`config.mk`:
```
export PLATFORM = sky130hd
export DESIGN_NAME = debug_view_ctrl_flat
export DESIGN_NICKNAME = d
export VERILOG_FILES = /design/src/rtl/debug_view_ctrl_if.sv /design/src/rtl/debug_view_ctrl.sv /design/src/flat_wrapper.sv
export SDC_FILE = /design/constraint.sdc
export NUM_CORES = 1
export LEC_CHECK = 0
export ABC_AREA = 1
export CAP_MARGIN = 20
export CORE_MARGIN = 3
export CORE_UTILIZATION = 46
export DETAILED_ROUTE_END_ITERATION = 12
export GPL_TIMING_DRIVEN = 0
export PLACE_DENSITY = 0.84
export SYNTH_ARGS = -nofsm -noshare
export SYNTH_HDL_FRONTEND = slang
export SYNTH_SLANG_ARGS = --single-unit
```
`constraint.sdc`:
```
create_clock -name clock_i -period 2.7 [get_ports clock_i]
set_input_delay 0.54 -clock clock_i [delete_from_list [all_inputs] [get_ports clock_i]]
set_output_delay 0.54 -clock clock_i [all_outputs]
set_load 0.02 [all_outputs]
```
`src/rtl/debug_view_ctrl_if.sv`:
```
// Debug-view bus: channel inputs, view controls and step button toward the
// controller, displayed word, 7-seg digits and step pulse back out.
interface debug_view_ctrl_if #(
  parameter int unsigned N_CH = 8,
  parameter int unsigned DW   = 16
);
  localparam int unsigned SEL_W = (N_CH > 1) ? $clog2(N_CH) : 1;

  logic [N_CH*DW-1:0]    ch_data;
  logic [SEL_W-1:0]      sel;
  logic [1:0]            mode;
  logic                  step_btn;
  logic                  step_en;
  logic [SEL_W-1:0]      view_ch;
  logic [DW-1:0]         view_data;
  logic [7*(DW/4)-1:0]   hex_seg;
  logic                  frozen;

  // Board/bench side
  modport master (
    output ch_data, sel, mode, step_btn,
    input  step_en, view_ch, view_data, hex_seg, frozen
  );

  // Controller side
  modport slave (
    input  ch_data, sel, mode, step_btn,
    output step_en, view_ch, view_data, hex_seg, frozen
  );
endinterface

```
`src/rtl/debug_view_ctrl.sv`:
```
// Debug-display controller: picks one of N_CH debug words (manual, auto-scan
// or frozen), shows it on active-low 7-seg digits, and debounces the step
// pushbutton into a single-cycle step_en.
module debug_view_ctrl #(
  parameter int unsigned N_CH     = 8,
  parameter int unsigned DW       = 16,
  parameter int unsigned SCAN_DIV = 50_000_000,
  parameter int unsigned DEB_CYC  = 500_000
) (
  input logic              clock_i,
  input logic              reset_i,
  debug_view_ctrl_if.slave dbg_if
);
  localparam int unsigned SEL_W = (N_CH > 1) ? $clog2(N_CH) : 1;
  localparam int unsigned ND    = DW / 4;
  localparam int unsigned SCW   = $clog2(SCAN_DIV);
  localparam int unsigned DBW   = $clog2(DEB_CYC + 1);

  localparam logic [SCW-1:0]   ScanLast = SCW'(SCAN_DIV - 1);
  localparam logic [DBW-1:0]   DebLast  = DBW'(DEB_CYC - 1);
  localparam logic [SEL_W-1:0] ChLast   = SEL_W'(N_CH - 1);

  typedef enum logic [1:0] {
    ModeManual = 2'b00,
    ModeScan   = 2'b01,
    ModeFreeze = 2'b10,
    ModeAlt    = 2'b11
  } mode_e;

  mode_e mode;
  assign mode = mode_e'(dbg_if.mode);

  logic [SEL_W-1:0] view_ch_q, view_ch_d;
  logic [DW-1:0]    view_data_q, view_data_d;
  logic [SCW-1:0]   scan_cnt_q, scan_cnt_d;
  logic             frozen_q, frozen_d;
  logic [1:0]       sync_q;
  logic             deb_q, deb_d;
  logic [DBW-1:0]   deb_cnt_q, deb_cnt_d;
  logic             step_en_q, step_en_d;

  // Out-of-range indices (non-power-of-two N_CH) read as zero.
  function automatic logic [DW-1:0] pick(input logic [N_CH*DW-1:0] data,
                                         input logic [SEL_W-1:0]   idx);
    logic [DW-1:0] word;
    word = '0;
    for (int unsigned k = 0; k < N_CH; k++) begin
      if (idx == SEL_W'(k)) word = data[k*DW +: DW];
    end
    return word;
  endfunction

  // Active-low glyphs, bit order g..a.
  function automatic logic [6:0] seg7(input logic [3:0] n);
    logic [6:0] s;
    unique case (n)
      4'h0: s = 7'b1000000;  4'h1: s = 7'b1111001;
      4'h2: s = 7'b0100100;  4'h3: s = 7'b0110000;
      4'h4: s = 7'b0011001;  4'h5: s = 7'b0010010;
      4'h6: s = 7'b0000010;  4'h7: s = 7'b1111000;
      4'h8: s = 7'b0000000;  4'h9: s = 7'b0010000;
      4'hA: s = 7'b0001000;  4'hB: s = 7'b0000011;
      4'hC: s = 7'b1000110;  4'hD: s = 7'b0100001;
      4'hE: s = 7'b0000110;  default: s = 7'b0001110;
    endcase
    return s;
  endfunction

  // View next-state: manual follows sel, scan rotates on terminal count, freeze holds.
  always_comb begin
    view_ch_d   = view_ch_q;
    view_data_d = view_data_q;
    scan_cnt_d  = '0;
    frozen_d    = 1'b0;
    unique case (mode)
      ModeScan: begin
        view_data_d = pick(dbg_if.ch_data, view_ch_q);
        if (scan_cnt_q == ScanLast) begin
          view_ch_d = (view_ch_q >= ChLast) ? '0 : view_ch_q + SEL_W'(1);
        end else begin
          scan_cnt_d = scan_cnt_q + SCW'(1);
        end
      end
      ModeFreeze: frozen_d = 1'b1;
      default: begin
        view_ch_d   = dbg_if.sel;
        view_data_d = pick(dbg_if.ch_data, dbg_if.sel);
      end
    endcase
  end

  // Debounce next-state: accept a new level after DEB_CYC consecutive mismatching cycles.
  always_comb begin
    deb_d     = deb_q;
    deb_cnt_d = '0;
    step_en_d = 1'b0;
    if (sync_q[1] != deb_q) begin
      if (deb_cnt_q == DebLast) begin
        deb_d     = sync_q[1];
        step_en_d = sync_q[1];
      end else begin
        deb_cnt_d = deb_cnt_q + DBW'(1);
      end
    end
  end

  // State registers with synchronous reset.
  always_ff @(posedge clock_i) begin
    if (reset_i) begin
      view_ch_q   <= '0;
      view_data_q <= '0;
      scan_cnt_q  <= '0;
      frozen_q    <= 1'b0;
      sync_q      <= '0;
      deb_q       <= 1'b0;
      deb_cnt_q   <= '0;
      step_en_q   <= 1'b0;
    end else begin
      view_ch_q   <= view_ch_d;
      view_data_q <= view_data_d;
      scan_cnt_q  <= scan_cnt_d;
      frozen_q    <= frozen_d;
      sync_q      <= {sync_q[0], dbg_if.step_btn};
      deb_q       <= deb_d;
      deb_cnt_q   <= deb_cnt_d;
      step_en_q   <= step_en_d;
    end
  end

  // Digit decode of the registered word, nibble i onto digit i.
  always_comb begin
    dbg_if.hex_seg = '0;
    for (int unsigned i = 0; i < ND; i++) begin
      dbg_if.hex_seg[7*i +: 7] = seg7(view_data_q[4*i +: 4]);
    end
  end

  assign dbg_if.view_ch   = view_ch_q;
  assign dbg_if.view_data = view_data_q;
  assign dbg_if.frozen    = frozen_q;
  assign dbg_if.step_en   = step_en_q;

endmodule

```
`src/flat_wrapper.sv`:
```
// flat-port wrapper written by rule: the top's interface ports become plain ports
module debug_view_ctrl_flat 
#(
  parameter int unsigned N_CH     = 8,
  parameter int unsigned DW       = 16,
  parameter int unsigned SCAN_DIV = 50_000_000,
  parameter int unsigned DEB_CYC  = 500_000
)
  (clock_i, reset_i, dbg_if_ch_data, dbg_if_sel, dbg_if_mode, dbg_if_step_btn, dbg_if_step_en, dbg_if_view_ch, dbg_if_view_data, dbg_if_hex_seg, dbg_if_frozen);
  debug_view_ctrl_if #(.N_CH(N_CH), .DW(DW)) dbg_if_i ();
  input logic clock_i;
  input logic reset_i;
  input wire logic [$bits(dbg_if_i.ch_data)-1:0] dbg_if_ch_data;
  input wire logic [$bits(dbg_if_i.sel)-1:0] dbg_if_sel;
  input wire logic [$bits(dbg_if_i.mode)-1:0] dbg_if_mode;
  input wire logic [$bits(dbg_if_i.step_btn)-1:0] dbg_if_step_btn;
  output wire logic [$bits(dbg_if_i.step_en)-1:0] dbg_if_step_en;
  output wire logic [$bits(dbg_if_i.view_ch)-1:0] dbg_if_view_ch;
  output wire logic [$bits(dbg_if_i.view_data)-1:0] dbg_if_view_data;
  output wire logic [$bits(dbg_if_i.hex_seg)-1:0] dbg_if_hex_seg;
  output wire logic [$bits(dbg_if_i.frozen)-1:0] dbg_if_frozen;
  assign dbg_if_i.ch_data = dbg_if_ch_data;
  assign dbg_if_i.sel = dbg_if_sel;
  assign dbg_if_i.mode = dbg_if_mode;
  assign dbg_if_i.step_btn = dbg_if_step_btn;
  assign dbg_if_step_en = dbg_if_i.step_en;
  assign dbg_if_view_ch = dbg_if_i.view_ch;
  assign dbg_if_view_data = dbg_if_i.view_data;
  assign dbg_if_hex_seg = dbg_if_i.hex_seg;
  assign dbg_if_frozen = dbg_if_i.frozen;
  debug_view_ctrl #(.N_CH(N_CH), .DW(DW), .SCAN_DIV(SCAN_DIV), .DEB_CYC(DEB_CYC)) u_core (.clock_i(clock_i), .reset_i(reset_i), .dbg_if(dbg_if_i));
endmodule
```
==> impl_summary.md <==
Die
The floorplan has 45 rows. The region available for standard cell placement spans 0.0155 sq mm. The die extent in x is 133 um. During I/O placement, the number of pins put on the boundary was 185. The die boundary height is 133 um. Once the floorplan was initialized, standard cells occupied 48.1% of the core. The full die area is 0.0178 sq mm.

GRT
The maximum number of pins on one net before global-route repair is 20. For this run, the total global-route usage over all layers was measured as 27.1%. The first global-routing pass estimated 39600 um of wire.

The via count of the first global-routing pass is 8239. The total overflow left after global routing is 0. The initial antenna violation count was 2.

Timing
The total count of max-transition violations in the final report is 0. At the pin with the least slew margin, the transition time is 0.583 ns. The final count of hold timing violations is 0. The worst slew margin relative to its limit is 60.9%. Setup violations remaining at the end of the flow were counted as 0. The smallest clock period supported by the final layout is computed as 2.59 ns. The clock arrives with 0.00719 ns of skew. The worst path uses 96.1% of the clock period. Timing would allow up to 0.386 GHz.

Clocking
The number of levels in the clock H-tree is 3. TritonCTS built the clock tree. The TritonCTS sink count is 97. Clock latency on the worst-skew pair, taken at its later pin, is 0.34 ns. The number of buffers added by the clock tree synthesis step is 9. The clock slew at the register clock pins of the worst setup and hold paths is 0.07 ns.

Hold repair after CTS inserted 0 buffers. The largest buffer count on any clock path is 2. The root buffer selected by CTS is sky130_fd_sc_hd__clkbuf_16.

Pwr
The portion of total power attributed to combinational logic is 37.7%. Summed over all cells, the static leakage comes to 4.56 nW. The internal power of the cells totals 2.95 mW. Per report_power, the clock group accounts for 26.8% of the total. The power density over the cells is 438 mW/mm^2. IR analysis of the VDD net gives a maximum drop of 0.376 mV. Net switching is 34.3% of the power. Summed over all nets, the switching power comes to 1.54 mW.

The register share of total power is 35.6%.

Place
At the end of routability-driven placement, the weighted congestion stood at 0.963. The number of buffers added on ports is 182. Once detailed placement completed, the half-perimeter wirelength came to 20200 um. The total placed instance area is 0.00956 sq mm.

Logic synthesis
By area the synthesized netlist is led by sky130_fd_sc_hd__dfxtp_1 26%, sky130_fd_sc_hd__nand2_1 18%, sky130_fd_sc_hd__nand3_1 8.9%. Synthesis produced 1248 cells. Synthesis inferred 97 register bits. In the synthesized netlist, the cells that appear most often are 354 x sky130_fd_sc_hd__nand2_1, 169 x sky130_fd_sc_hd__inv_1, 133 x sky130_fd_sc_hd__nand3_1. The number of different library cells used by synthesis comes to 41. Among all flip-flop cells after synthesis, the most frequent one is sky130_fd_sc_hd__dfxtp_1.

Yosys mapped a number of flops with a built-in enable equal to 0. The share of synthesized area in the top cell type comes to 26.0%. Sequential elements use 26.0% of the synthesized area.

Counting flops with an async set or reset pin after synthesis yields a share of 0%. The largest total area in the synthesized netlist belongs to sky130_fd_sc_hd__dfxtp_1. After synthesis, the mean cell area works out to 5.99 sq um. The synthesis warning total is 0. The dominant cell by count in the synthesized netlist is sky130_fd_sc_hd__nand2_1.

Summing every instance area after synthesis gives 0.00747 sq mm. Synthesis produced a netlist with a net count of 1416.

Worst setup path
The number of cells on the worst reg-to-reg path is 19. The startpoint identified for the worst register-to-register timing path is u_core.dbg_if.view_ch[2]. The cell with the largest stage delay on the worst path is sky130_fd_sc_hd__dfxtp_2. The cell that appears most often on the critical path is sky130_fd_sc_hd__nand2_1. The stage delay of the slowest cell on the critical path is 0.35 ns. The worst setup path is captured at a flop. The signal on the critical path passes through buf_8, inv_6, ha_4, buf_6, clkinvlp_4, o21ai_0, inv_1, nand2_1, nand3_1, nand3_1, nand2_1, nand2_1, nand2_1, a21oi_4, ha_1, inv_1, nand2_1, nand3_1, nand2_1. The setup path with the least slack is of type flop to flop.

The capture instance of the worst register-to-register path is u_core.dbg_if.hex_seg[24]. The worst path arrival time is 2.82 ns. The worst setup path is launched from a flop. Across all register-to-register paths, the minimum setup slack is 0.11 ns. The required time of the critical path is 2.93 ns.

The largest fanout on the critical path is 9.

Final layout
Of the cells placed in the final design, the portion with a size suffix greater than 1 is 11.8%. The number of fill cells is 1432. The synthesis-to-finish area growth is 37.5%. The net count reported at finish is 1625. The utilization after layout is 66.1%.

The design area is 0.0103 sq mm.

Detailed routing
The pre-antenna-repair detailed-routing pass consisted of 5 iterations. The violation count after the first detailed-routing iteration is 766. The post-route antenna net violation count is 0. The detailed router placed 9038 vias in this run.

In the final routed layout, each cell accounts on average for 15.2 um. In the routed design, unresolved DRC markers number 0. The via count normalized by instance count is 5.40. Wires add up to 25400 um.

Flow run
The count of maximum capacitance violations is 0.

Min path
The worst hold-check path type is flop to flop. Counting instances, the worst hold path has a depth of 2. The startpoint of the tightest hold check path is u_core.sync_q[0]. The end point of the most critical hold path is u_core.sync_q[1].

Outcome
The run finished with clean final reports.
stage by stage:
step	cells	TNS (ns)	worst slack (ns)	hold WS (ns)	power [mW]
after floorplan	1248	0	0.0381	0.388	2.50
after global placement	1641	-18.00	-0.745	0.390	3.17
after detailed placement	1641	-20.22	-0.833	0.406	3.18
after CTS	1659	-0.00840	-0.00840	0.414	4.42
after global routing	1675	-0.0550	-0.0284	0.440	4.76
final	1675	0	0.106	0.410	4.50
critical path, delay by kind of cell, from the launching register on:
family / cells / cell delay, ns
DFF: 1 / 0.35
AOI/OAI and AO/OA: 2 / 0.40
buffers and inverters: 6 / 0.69
adders and majority gates: 2 / 0.43
and+or+nand+nor: 9 / 0.58
placed cells by master, fill, tap and decap left out, types with 11 or more instances in the layout:
cell type and count:
sky130_fd_sc_hd__nand2_1 341, sky130_fd_sc_hd__clkdlybuf4s50_1 180, sky130_fd_sc_hd__inv_1 165, sky130_fd_sc_hd__nand3_1 132, sky130_fd_sc_hd__dfxtp_1 94, sky130_fd_sc_hd__nor2_1 84, sky130_fd_sc_hd__a21oi_1 79, sky130_fd_sc_hd__o21ai_0 48
sky130_fd_sc_hd__nand4_1 38, sky130_fd_sc_hd__nor3_1 23, sky130_fd_sc_hd__buf_4 22, sky130_fd_sc_hd__ha_1 22, sky130_fd_sc_hd__nand2_2 20, sky130_fd_sc_hd__o21ai_1 19, sky130_fd_sc_hd__or2_2 18, sky130_fd_sc_hd__inv_2 14
sky130_fd_sc_hd__buf_2 12, sky130_fd_sc_hd__buf_6 12, sky130_fd_sc_hd__or2_0 11
routing by layer:
metal	global-route usage, %	vias up	wire length, um
met3	7.59	60	2570
li1	-	4422	-
met4	9.09	0	767
met5	0	-	0
met1	34.9	4119	10500
met2	44.0	437	11600
cell families after synthesis:
kind of cell	share of synthesized area, %
xor+xnor	1.41
flops	26.0
compound gates	12.0
simple gates	42.1
buf+inv	13.1
fa+ha+maj	5.36
layout make-up:
| type | instances | area (sq um) | share of cell area [%] |
|---|---|---|---|
| clock inverters | 4 | 36.3 | 0.353 |
| well taps | 211 | 264 | 2.57 |
| plain buffers | 46 | 329 | 3.20 |
| multi-input cells | 914 | 4740 | 46.2 |
| diodes | 2 | 5.00 | 0.0487 |
| inverters | 187 | 726 | 7.07 |
| flip-flops and latches | 97 | 1950 | 19.0 |
| repair inverters | 1 | 7.51 | 0.0731 |
| repair buffers | 201 | 1960 | 19.1 |
| clock buffers | 12 | 246 | 2.40 |
timing repair:
action | CTS | global route
setup endpoints to repair | 28 | 28
pin swaps | 2 | 4
gates cloned | 1 | 1
setup buffers | 4 | 14
resized for setup | 44 | 63
power groups by stage:
stage                     Combinational (mW)  Clock (mW)  Sequential [mW]
after global placement                  1.54           0             1.62
after detailed placement                1.56           0             1.62
after floorplan                        0.746           0             1.76
after CTS                               1.59        1.23             1.60
after global routing                    1.86        1.29             1.61
final                                   1.69        1.20             1.60
registers in the layout, indices dropped and copies added, names as in the netlist:
register and flops:
u_core.dbg_if.frozen 1, u_core.dbg_if.hex_seg 28, u_core.dbg_if.step_en 1, u_core.dbg_if.view_ch 3, u_core.dbg_if.view_data 16, u_core.deb_cnt_q 19, u_core.deb_q 1, u_core.scan_cnt_q 26
u_core.sync_q 2
worst max-delay path by stage:
| stage | from | to | slack, ns | depth (start not counted) |
|---|---|---|---|---|
| floorplan | u_core.dbg_if.view_ch[0] | u_core.dbg_if.hex_seg[3] | 0.04 | 21 |
| global placement | dbg_if_sel[2] | u_core.dbg_if.hex_seg[24] | -0.74 | 17 |
| detailed placement | dbg_if_sel[2] | u_core.dbg_if.hex_seg[24] | -0.83 | 17 |
| CTS | u_core.dbg_if.view_ch[2] | u_core.dbg_if.hex_seg[3] | -0.008 | 21 |
| global route | u_core.dbg_if.view_ch[0] | u_core.dbg_if.hex_seg[20] | -0.03 | 20 |
| finish | u_core.dbg_if.view_ch[2] | u_core.dbg_if.hex_seg[24] | 0.11 | 19 |
Power figures use the tool's default switching activity.
